[src/rtl/cpu_pkg.sv]
// Shared CPU definitions: widths, opcodes, field positions, decoded controls.
// Build option: DECODE_R0_ZERO_EN hard-wires r0 to zero in decode.
package cpu_pkg;

  localparam int CPU_DATA_W  = 8;
  localparam int CPU_ADDR_W  = 3;
  localparam int CPU_INSTR_W = 16;

  localparam logic [3:0] OP_NOP  = 4'd0;
  localparam logic [3:0] OP_ADD  = 4'd1;
  localparam logic [3:0] OP_SUB  = 4'd2;
  localparam logic [3:0] OP_AND  = 4'd3;
  localparam logic [3:0] OP_OR   = 4'd4;
  localparam logic [3:0] OP_ADDI = 4'd5;
  localparam logic [3:0] OP_LD   = 4'd6;
  localparam logic [3:0] OP_ST   = 4'd7;

  localparam int OP_HI  = 15;
  localparam int OP_LO  = 12;
  localparam int RD_HI  = 11;
  localparam int RD_LO  = 9;
  localparam int RS1_HI = 8;
  localparam int RS1_LO = 6;
  localparam int RS2_HI = 5;
  localparam int RS2_LO = 3;
  localparam int IMM_HI = 5;
  localparam int IMM_LO = 0;

  typedef struct packed {
    logic we;
    logic is_load;
    logic is_store;
    logic uses_rs1;
    logic uses_rs2;
    logic use_imm;
  } ctrl_t;

  function automatic ctrl_t decode_op(input logic [3:0] op);
    ctrl_t c;
    c = '0;
    case (op)
      OP_ADD, OP_SUB, OP_AND, OP_OR: begin
        c.we       = 1'b1;
        c.uses_rs1 = 1'b1;
        c.uses_rs2 = 1'b1;
      end
      OP_ADDI: begin
        c.we       = 1'b1;
        c.uses_rs1 = 1'b1;
        c.use_imm  = 1'b1;
      end
      OP_LD: begin
        c.we       = 1'b1;
        c.is_load  = 1'b1;
        c.uses_rs1 = 1'b1;
        c.use_imm  = 1'b1;
      end
      OP_ST: begin
        c.is_store = 1'b1;
        c.uses_rs1 = 1'b1;
        c.uses_rs2 = 1'b1;
        c.use_imm  = 1'b1;
      end
      default: c = '0;
    endcase
    return c;
  endfunction

endpackage

[src/rtl/decode_stage_bypass.sv]
// Operand bypass mux: EX/MEM result, then writeback, then register file.
// Build option: DECODE_R0_ZERO_EN forces index 0 to read zero.
module operand_bypass #(
  parameter int DATA_W = 8,
  parameter int ADDR_W = 3
) (
  input  logic [ADDR_W-1:0] i_rs,
  input  logic              i_mem_we,
  input  logic [ADDR_W-1:0] i_mem_rd,
  input  logic [DATA_W-1:0] i_mem_data,
  input  logic              i_wb_we,
  input  logic [ADDR_W-1:0] i_wb_addr,
  input  logic [DATA_W-1:0] i_wb_data,
  input  logic [DATA_W-1:0] i_rf_data,
  output logic [DATA_W-1:0] o_data
);

  logic w_nz;

`ifdef DECODE_R0_ZERO_EN
  assign w_nz = |i_rs;
`else
  assign w_nz = 1'b1;
`endif

  always_comb begin
    o_data = i_rf_data;
    if (!w_nz)
      o_data = '0;
    else if (i_mem_we && (i_mem_rd == i_rs))
      o_data = i_mem_data;
    else if (i_wb_we && (i_wb_addr == i_rs))
      o_data = i_wb_data;
  end

endmodule

[src/rtl/decode_stage.sv]
// ID stage: decode, operand bypass, load-use stall, ID/EX register.
// Build option: DECODE_R0_ZERO_EN makes r0 read as zero and never written.
module decode_stage
  import cpu_pkg::*;
#(
  parameter int DATA_W  = CPU_DATA_W,
  parameter int ADDR_W  = CPU_ADDR_W,
  parameter int INSTR_W = CPU_INSTR_W
) (
  input  logic               clk,
  input  logic               rst_n,
  input  logic               if_valid,
  input  logic [INSTR_W-1:0] if_instr,
  output logic               if_ready,
  output logic [ADDR_W-1:0]  read_addr1,
  output logic [ADDR_W-1:0]  read_addr2,
  input  logic [DATA_W-1:0]  read_data1,
  input  logic [DATA_W-1:0]  read_data2,
  input  logic               mem_fwd_we,
  input  logic [ADDR_W-1:0]  mem_fwd_rd,
  input  logic [DATA_W-1:0]  mem_fwd_data,
  input  logic               wb_we,
  input  logic [ADDR_W-1:0]  wb_addr,
  input  logic [DATA_W-1:0]  wb_data,
  input  logic               flush,
  input  logic               ex_ready,
  output logic               ex_valid,
  output logic [3:0]         ex_op,
  output logic [ADDR_W-1:0]  ex_rd,
  output logic [DATA_W-1:0]  ex_a,
  output logic [DATA_W-1:0]  ex_b,
  output logic [DATA_W-1:0]  ex_st_data,
  output logic               ex_we,
  output logic               ex_is_load,
  output logic               ex_is_store
);

  logic [3:0]        w_op;
  logic [ADDR_W-1:0] w_rd;
  logic [ADDR_W-1:0] w_rs1;
  logic [ADDR_W-1:0] w_rs2;
  logic [5:0]        w_imm6;
  logic [DATA_W-1:0] w_imm;
  ctrl_t             w_ctrl;
  logic [DATA_W-1:0] w_opa;
  logic [DATA_W-1:0] w_opb;
  logic [DATA_W-1:0] w_b;
  logic              w_we;
  logic              w_rs1_hit;
  logic              w_rs2_hit;
  logic              w_hazard;
  logic              w_adv;

  logic              r_valid;
  logic [3:0]        r_op;
  logic [ADDR_W-1:0] r_rd;
  logic [DATA_W-1:0] r_a;
  logic [DATA_W-1:0] r_b;
  logic [DATA_W-1:0] r_sd;
  logic              r_we;
  logic              r_ld;
  logic              r_st;

  assign w_op   = if_instr[OP_HI:OP_LO];
  assign w_rd   = if_instr[RD_HI:RD_LO];
  assign w_rs1  = if_instr[RS1_HI:RS1_LO];
  assign w_rs2  = if_instr[RS2_HI:RS2_LO];
  assign w_imm6 = if_instr[IMM_HI:IMM_LO];
  assign w_imm  = {{(DATA_W-6){w_imm6[5]}}, w_imm6};
  assign w_ctrl = decode_op(w_op);

  assign read_addr1 = w_rs1;
  assign read_addr2 = w_rs2;

  operand_bypass #(.DATA_W(DATA_W), .ADDR_W(ADDR_W)) u_byp1 (
    .i_rs       (w_rs1),
    .i_mem_we   (mem_fwd_we),
    .i_mem_rd   (mem_fwd_rd),
    .i_mem_data (mem_fwd_data),
    .i_wb_we    (wb_we),
    .i_wb_addr  (wb_addr),
    .i_wb_data  (wb_data),
    .i_rf_data  (read_data1),
    .o_data     (w_opa)
  );

  operand_bypass #(.DATA_W(DATA_W), .ADDR_W(ADDR_W)) u_byp2 (
    .i_rs       (w_rs2),
    .i_mem_we   (mem_fwd_we),
    .i_mem_rd   (mem_fwd_rd),
    .i_mem_data (mem_fwd_data),
    .i_wb_we    (wb_we),
    .i_wb_addr  (wb_addr),
    .i_wb_data  (wb_data),
    .i_rf_data  (read_data2),
    .o_data     (w_opb)
  );

  assign w_b = w_ctrl.use_imm ? w_imm : w_opb;

`ifdef DECODE_R0_ZERO_EN
  assign w_we      = w_ctrl.we & (|w_rd);
  assign w_rs1_hit = (r_rd == w_rs1) & (|w_rs1);
  assign w_rs2_hit = (r_rd == w_rs2) & (|w_rs2);
`else
  assign w_we      = w_ctrl.we;
  assign w_rs1_hit = (r_rd == w_rs1);
  assign w_rs2_hit = (r_rd == w_rs2);
`endif

  assign w_hazard = r_valid & r_ld & r_we &
                    ((w_ctrl.uses_rs1 & w_rs1_hit) |
                     (w_ctrl.uses_rs2 & w_rs2_hit));
  assign w_adv    = ex_ready | ~r_valid;
  assign if_ready = w_adv & ~w_hazard & ~flush;

  always_ff @(posedge clk or negedge rst_n) begin
    if (!rst_n) begin
      r_valid <= 1'b0;
      r_op    <= '0;
      r_rd    <= '0;
      r_a     <= '0;
      r_b     <= '0;
      r_sd    <= '0;
      r_we    <= 1'b0;
      r_ld    <= 1'b0;
      r_st    <= 1'b0;
    end else if (flush) begin
      r_valid <= 1'b0;
    end else if (!w_adv) begin
      r_valid <= r_valid;
    end else if (w_hazard && if_valid) begin
      // bubble: payload is stale, only control is cleared
      r_valid <= 1'b0;
      r_we    <= 1'b0;
      r_ld    <= 1'b0;
      r_st    <= 1'b0;
    end else if (if_valid) begin
      r_valid <= 1'b1;
      r_op    <= w_op[3] ? OP_NOP : w_op;
      r_rd    <= w_rd;
      r_a     <= w_opa;
      r_b     <= w_b;
      r_sd    <= w_opb;
      r_we    <= w_we;
      r_ld    <= w_ctrl.is_load;
      r_st    <= w_ctrl.is_store;
    end else begin
      r_valid <= 1'b0;
    end
  end

  assign ex_valid    = r_valid;
  assign ex_op       = r_op;
  assign ex_rd       = r_rd;
  assign ex_a        = r_a;
  assign ex_b        = r_b;
  assign ex_st_data  = r_sd;
  assign ex_we       = r_we;
  assign ex_is_load  = r_ld;
  assign ex_is_store = r_st;

endmodule

[config.mk]
export PLATFORM = sky130hd
export DESIGN_NAME = decode_stage
export DESIGN_NICKNAME = d
export VERILOG_FILES = /design/src/rtl/cpu_pkg.sv /design/src/rtl/decode_stage_bypass.sv /design/src/rtl/decode_stage.sv
export SDC_FILE = /design/constraint.sdc
export NUM_CORES = 1
export LEC_CHECK = 0
export ABC_AREA = 1
export CAP_MARGIN = 15
export CORE_ASPECT_RATIO = 1.75
export CORE_UTILIZATION = 60
export DETAILED_ROUTE_END_ITERATION = 12
export DONT_BUFFER_PORTS = 1
export PLACE_DENSITY = 0.76
export SYNTH_ARGS = -nofsm -noshare
export SYNTH_HDL_FRONTEND = slang
export SYNTH_SLANG_ARGS = --single-unit
[constraint.sdc]
create_clock -name clk -period 1.6 [get_ports clk]
set_input_delay 0.4 -clock clk [delete_from_list [all_inputs] [get_ports clk]]
set_output_delay 0.4 -clock clk [all_outputs]
set_load 0.05 [all_outputs]
== Yosys cells after proc, flatten, opt, wreduce, memory -nomap -nowiden ==
Index checks and enable logic that the tools add are counted.

* Word-level logic and storage cells: 70
* Latch bits: 0
* Bits of input ports: 61
* Bits in read-only memories: 0
* RAM bits: 0
* Memories: 0
* Output and inout port bits: 42
* Flip-flop bits (word level): 35

* Divide/modulo/power cells: 0
* Add/sub/neg operators: 0
* Reductions and logical operators: 13
* Multiply operators: 0
* Equality and inequality tests: 13
* Mux-type cells: 22
* $lt $le $gt $ge: 0
* Bitwise operators: 13
* Shift operators: 0

{| class="wikitable"
|+ Operator list
! operator !! number
|-
| $mux W8 || 5
|-
| $eq A3 B3 Y1 || 6
|-
| $eq A4 B3 Y1 const B || 4
|-
| $mux W1 || 16
|-
| $eq A4 B2 Y1 const B || 2
|-
| $and A1 B1 Y1 || 7
|-
| $reduce_or A7 Y1 || 1
|-
| $reduce_or A6 Y1 || 1
|-
| $logic_and A1 B1 Y1 || 5
|-
| $reduce_or A5 Y1 || 1
|-
| $eq A4 B1 Y1 const B || 1
|-
| $not A1 Y1 || 4
|-
| $reduce_and A4 Y1 || 1
|-
| $reduce_bool A2 Y1 || 2
|-
| $mux W3 || 1
|-
| $reduce_and A3 Y1 || 1
|-
| $reduce_or A3 Y1 || 1
|-
| $or A1 B1 Y1 || 2
|}

== Depth between registers and ports, before layout ==
* Depth after elaboration: 10
* Gate-level depth with buffers: 12
* Depth with buffers taken out: 11

== Hierarchy ==
From an unflattened synthesis, not the netlist that was laid out.

* Cells, all modules: 391
* Area, all modules: 2567.5 µm²

{| class="wikitable"
|+ By module, submodules not included
! module !! sequential area each (µm²) !! area each (µm²) !! cells an instance !! instances
|-
| decode_stage || 850.8 || 1689.1 || 217 || 1
|-
| operand_bypass || 0.0 || 439.2 || 87 || 2
|}

== Worst setup path before layout ==
Ideal clock, no wire load.

* Kind: reg2out
* Start point: register r_rd[1], in the netlist ex_rd[1]
* End point: output port if_ready
* Data arrival time: 1.492 ns
* Setup slack: -0.292 ns
* Cell stages (with the launch flop): 8
* Path buffers: 0
* Required time: 1.200 ns
* Cell sequence: dfrtp_1 nand2_1 nand2_1 nor2_1 nand3_1 nand2_1 nand2_2 and3_1

* Longest elaborated chain between the ends: 7
* Elaborated cells between the ends (all ways): 9
* Classes of those cells: 2 x eq/ne; 7 x bitwise

{| class="wikitable"
|+ Ends and longest elaborated chain
! what !! line !! source
|-
| start: declaration || decode_stage.sv:56 || <nowiki>logic [ADDR_W-1:0] r_rd;</nowiki>
|-
| start signal: assignment || decode_stage.sv:141 || <nowiki>r_rd <= w_rd;</nowiki>
|-
| $eq A3 B3 Y1 (on tied branches) || decode_stage.sv:107, decode_stage.sv:108 ||
|-
| $and A1 B1 Y1 (on tied branches) || decode_stage.sv:112, decode_stage.sv:113 ||
|-
| $or A1 B1 Y1 (*) || decode_stage.sv:112 || <nowiki>((w_ctrl.uses_rs1 & w_rs1_hit) |</nowiki>
|-
| $and A1 B1 Y1 (*) || decode_stage.sv:111 || <nowiki>assign w_hazard = r_valid & r_ld & r_we &</nowiki>
|-
| $not A1 Y1 (*) || decode_stage.sv:115 || <nowiki>assign if_ready = w_adv & ~w_hazard & ~flush;</nowiki>
|-
| $and A1 B1 Y1 (*) (2 in series) || decode_stage.sv:115 ||
|-
| end: declaration || decode_stage.sv:14 || <nowiki>output logic if_ready,</nowiki>
|}

Every way passes the cells marked *; elsewhere a longest branch is shown, timed or not.

== Worst setup path in the final report ==
Ends and elaborated chain as after synthesis.

==> metrics list <==
- The synthesized design contains 0 enable-type register cells.
- Number of maximum-capacitance constraint violations: 0
- During placement, the flow inserted port buffers numbering 0.
* Top area cells in the synthesized netlist: dfrtp_1 (37%), nand2_1 (26%), nand3_1 (6.7%)
* Via count: 2152
* Portion of total power attributed to the clock network: 21.8%
- The routed design has 5860 um of wire.
- Global placer's final weighted congestion: 0.853
- Final core area utilization: 72.0%
- Fraction of layout cells with a size suffix above 1: 19.7%
- The worst setup path is captured at an output port.
* Max Slew Vio Count: 0
- Internal power component: 1.54 mW
* CTS root buf: clkbuf_8
- Least-Margin Pin Slew: 519 ps
* Multi-input gate area: 0.00123 mm^2
- The final critical path takes up 115% of the cycle.
* Drt drc: 0
- Data on the critical path arrives at its endpoint at 1450 ps.
* Detail Route Antenna Nets: 0
- For this run, the number of Yosys warnings is 0.
* Count of state elements after synthesis: 34
- Setup violations remaining at the end of the flow were counted as 17.
- Row count: 29
- Entering global routing, the biggest net connects 35 pins.
- Combinational cells account for 23.2% of the total power.
- The longest clock path from root to sink contains 2 buffers.
- Setup repair after global routing missed its margin: yes
- Starting Density: 63.0%
* H-tree lvl count: 2
* First DRT Iteration DRCs: 61
- Between clock sinks in the finished design, the worst skew comes to 9.05 ps.
- Leakage power summed over all cells: 1.50 nW
- Outcome: finished with violations
* Mapped cell area: 0.00231 mm^2
- The floorplan step defined a die boundary enclosing 0.00411 mm^2.
* Total power per unit cell area: 1060 mW/mm^2
* Total routing usage reported by global routing: 29.8%
- Counting the buffers created by CTS gives 5.
- Post-route minimum period: 1850 ps
- DR vias/cell: 5.30
* Switching share of total power: 44.8%
- Ant diodes: 0
- After clock tree synthesis, the clock-pin slew on the worst setup and hold paths is 70 ps.
- The share of the Yosys chip area taken by registers is 36.8%.
* Cell type contributing the most total cell area after synthesis: dfrtp_1
* Number of top-level pins: 103
- FFs w/ async S/R, synth: 100%
- The number of nets in the synthesized netlist is 409.
* Wire length of the first global-routing pass: 9220 um
- Sequence of cells on the critical path: inv_2 -> nand2_1 -> nand2_1 -> nor2_2 -> nand3_2 -> nand2_2 -> nand2_2 -> and3_4
- The core region is 0.00366 mm^2.
- A synthesized cell averages 6.64 um^2.
- Of all nets on the critical path, the largest fanout is 4.
* Switching Power: 1.25 mW
* Primary flip-flop cell chosen by synthesis mapping: dfrtp_1
- Average routed wire per standard cell: 14.4 um
- The layout has 318 filler cells.
- For this run, the top clock speed supported by timing is 0.541 GHz.
* Sink count of the clock tree: 34
- At the later pin of the worst-skew pair, clock insertion delay measures 290 ps.
- The number of endpoints with negative hold slack in the final report is 0.
* Total negative setup slack: -878 ps
* Total placed instance area: 0.00235 mm^2
- Summed over all layers, the global routing overflow is 0.
* Area share of the largest cell type after synthesis: 36.8%
- Measured against its own limit, the worst slew margin works out to 65.4%.
- Worst min-delay path category: in2reg
- Die W: 48.9 um
- Required arrival time at the worst endpoint: 1200 ps
* Most common cell after layout, fill and taps aside: nand2_1
- Synth cell types: 28
- Flop pwr share: 55.0%
- Layout Cell Area excl Fill: 0.00264 mm^2
* Post-synthesis cell count: 348
* Final nets: 420
* CTS tree: done
- The initial antenna violation count came to 0.
* Violations in the final reports: setup timing
* Final critical-path setup slack: -247 ps
- Total power after layout: 2.80 mW
* Sort of element at the start of the critical path: flop
* Slowest CP cell: dfrtp_2
- Area taken by flip-flops and latches: 858 um^2
- Die Span Y: 84.1 um
- The area growth from synthesis to layout is 14.2%.
- Drt pass-1 iters: 4
- Setup CP Type: reg2out
- Estimated wirelength of the detail-placed design: 4420 um
- The via count of the first global-routing pass is 2148.
* Max incr delay on CP: 400 ps
- Minimum setup slack after placement: 28.0 ps
* Max rail drop VDD: 0.880 mV
- Leading cell types in the layout, fill and taps excluded: nand2_1 (153), inv_1 (31), nand3_1 (30)
-- synthesized netlist by cell type, types with 4 or more instances --
cell       n
nand2_1  157
dfrtp_1   34
inv_1     33
nand3_1   31
nor2_1    20
buf_4      9
nand2_2    9
o21ai_0    8
inv_2      6
o21ai_2    5
o21ai_1    4
xnor2_1    4
-- power by group through the flow --
stage / clock, mW / combinational [mW] / sequential, mW
floorplan: 0 / 0.427 / 1.60
global placement: 0 / 0.554 / 1.55
detailed placement: 0 / 0.564 / 1.55
CTS: 0.629 / 0.597 / 1.54
global route: 0.655 / 0.728 / 1.56
finish: 0.608 / 0.649 / 1.54
-- path summary, 6_finish.rpt --
check                         start            end  slack, ps  cells past startpoint
hold reg to reg            ex_rd[2]       ex_rd[2]        540                      2
setup reg to reg           ex_rd[1]  ex_st_data[2]        -80                     13
min in group asynchronous     rst_n       ex_op[2]        570                      2
setup / recovery           ex_rd[1]       if_ready       -250                      8
hold / removal                flush       ex_valid        200                      1
max in group asynchronous     rst_n       ex_valid        840                      2
-- routing by layer --
layer	GRT usage [%]	share of wire, %	up-vias
li1	-	-	1086
met1	28.5	36	963
met2	56.6	55	85
met3	7.29	5.6	18
met4	14.4	3.5	0
met5	0	0	-
-- cell type report --
| class | instances | area share (%) |
|---|---|---|
| repair buffers | 19 | 9.16 |
| well taps | 46 | 2.18 |
| clock buffers | 6 | 2.75 |
| flip-flops and latches | 34 | 32.5 |
| multi-input cells | 260 | 46.8 |
| inverters | 39 | 6.17 |
| clock inverters | 2 | 0.380 |
-- repair_timing --
action,4_1_cts,5_1_grt
gates cloned,0,3
resized for setup,2,24
endpoints found under the hold margin,34,0
setup buffers,1,2
pin swaps,1,14
setup endpoints to repair,1,35
hold buffers,2,0
-- through the flow --
stage | cells | hold WS (ps)
finish | 406 | 200
floorplan | 348 | 104
global route | 406 | 196
global placement | 391 | 105
CTS | 402 | 214
detailed placement | 391 | 105
-- state kept, by name (all words and copies together), names as in the netlist --
name	count
ex_valid	1
ex_we	1
ex_is_store	1
ex_rd	3
ex_op	3
ex_b	8
ex_is_load	1
ex_st_data	8
ex_a	8
-- worst max-delay path, delay by kind of cell (launching register included) --
kind                   cells  cell delay [ps]
and+or+nand+nor            7              720
DFF                        1              400
buffers and inverters      1               40
-- logic make-up (layout without fill, tap and decap cells) --
group / after synthesis / in the layout / share of synthesized area [%]
AOI/OAI and AO/OA: 22 / 22 / 6.28
xor gates and xnor gates: 7 / 7 / 2.65
buffers and inverters: 54 / 66 / 11.4
DFF: 34 / 34 / 36.8
other: 1 / 1 / 0.162
and+or+nand+nor: 230 / 230 / 42.7
Power figures use the tool's default switching activity.
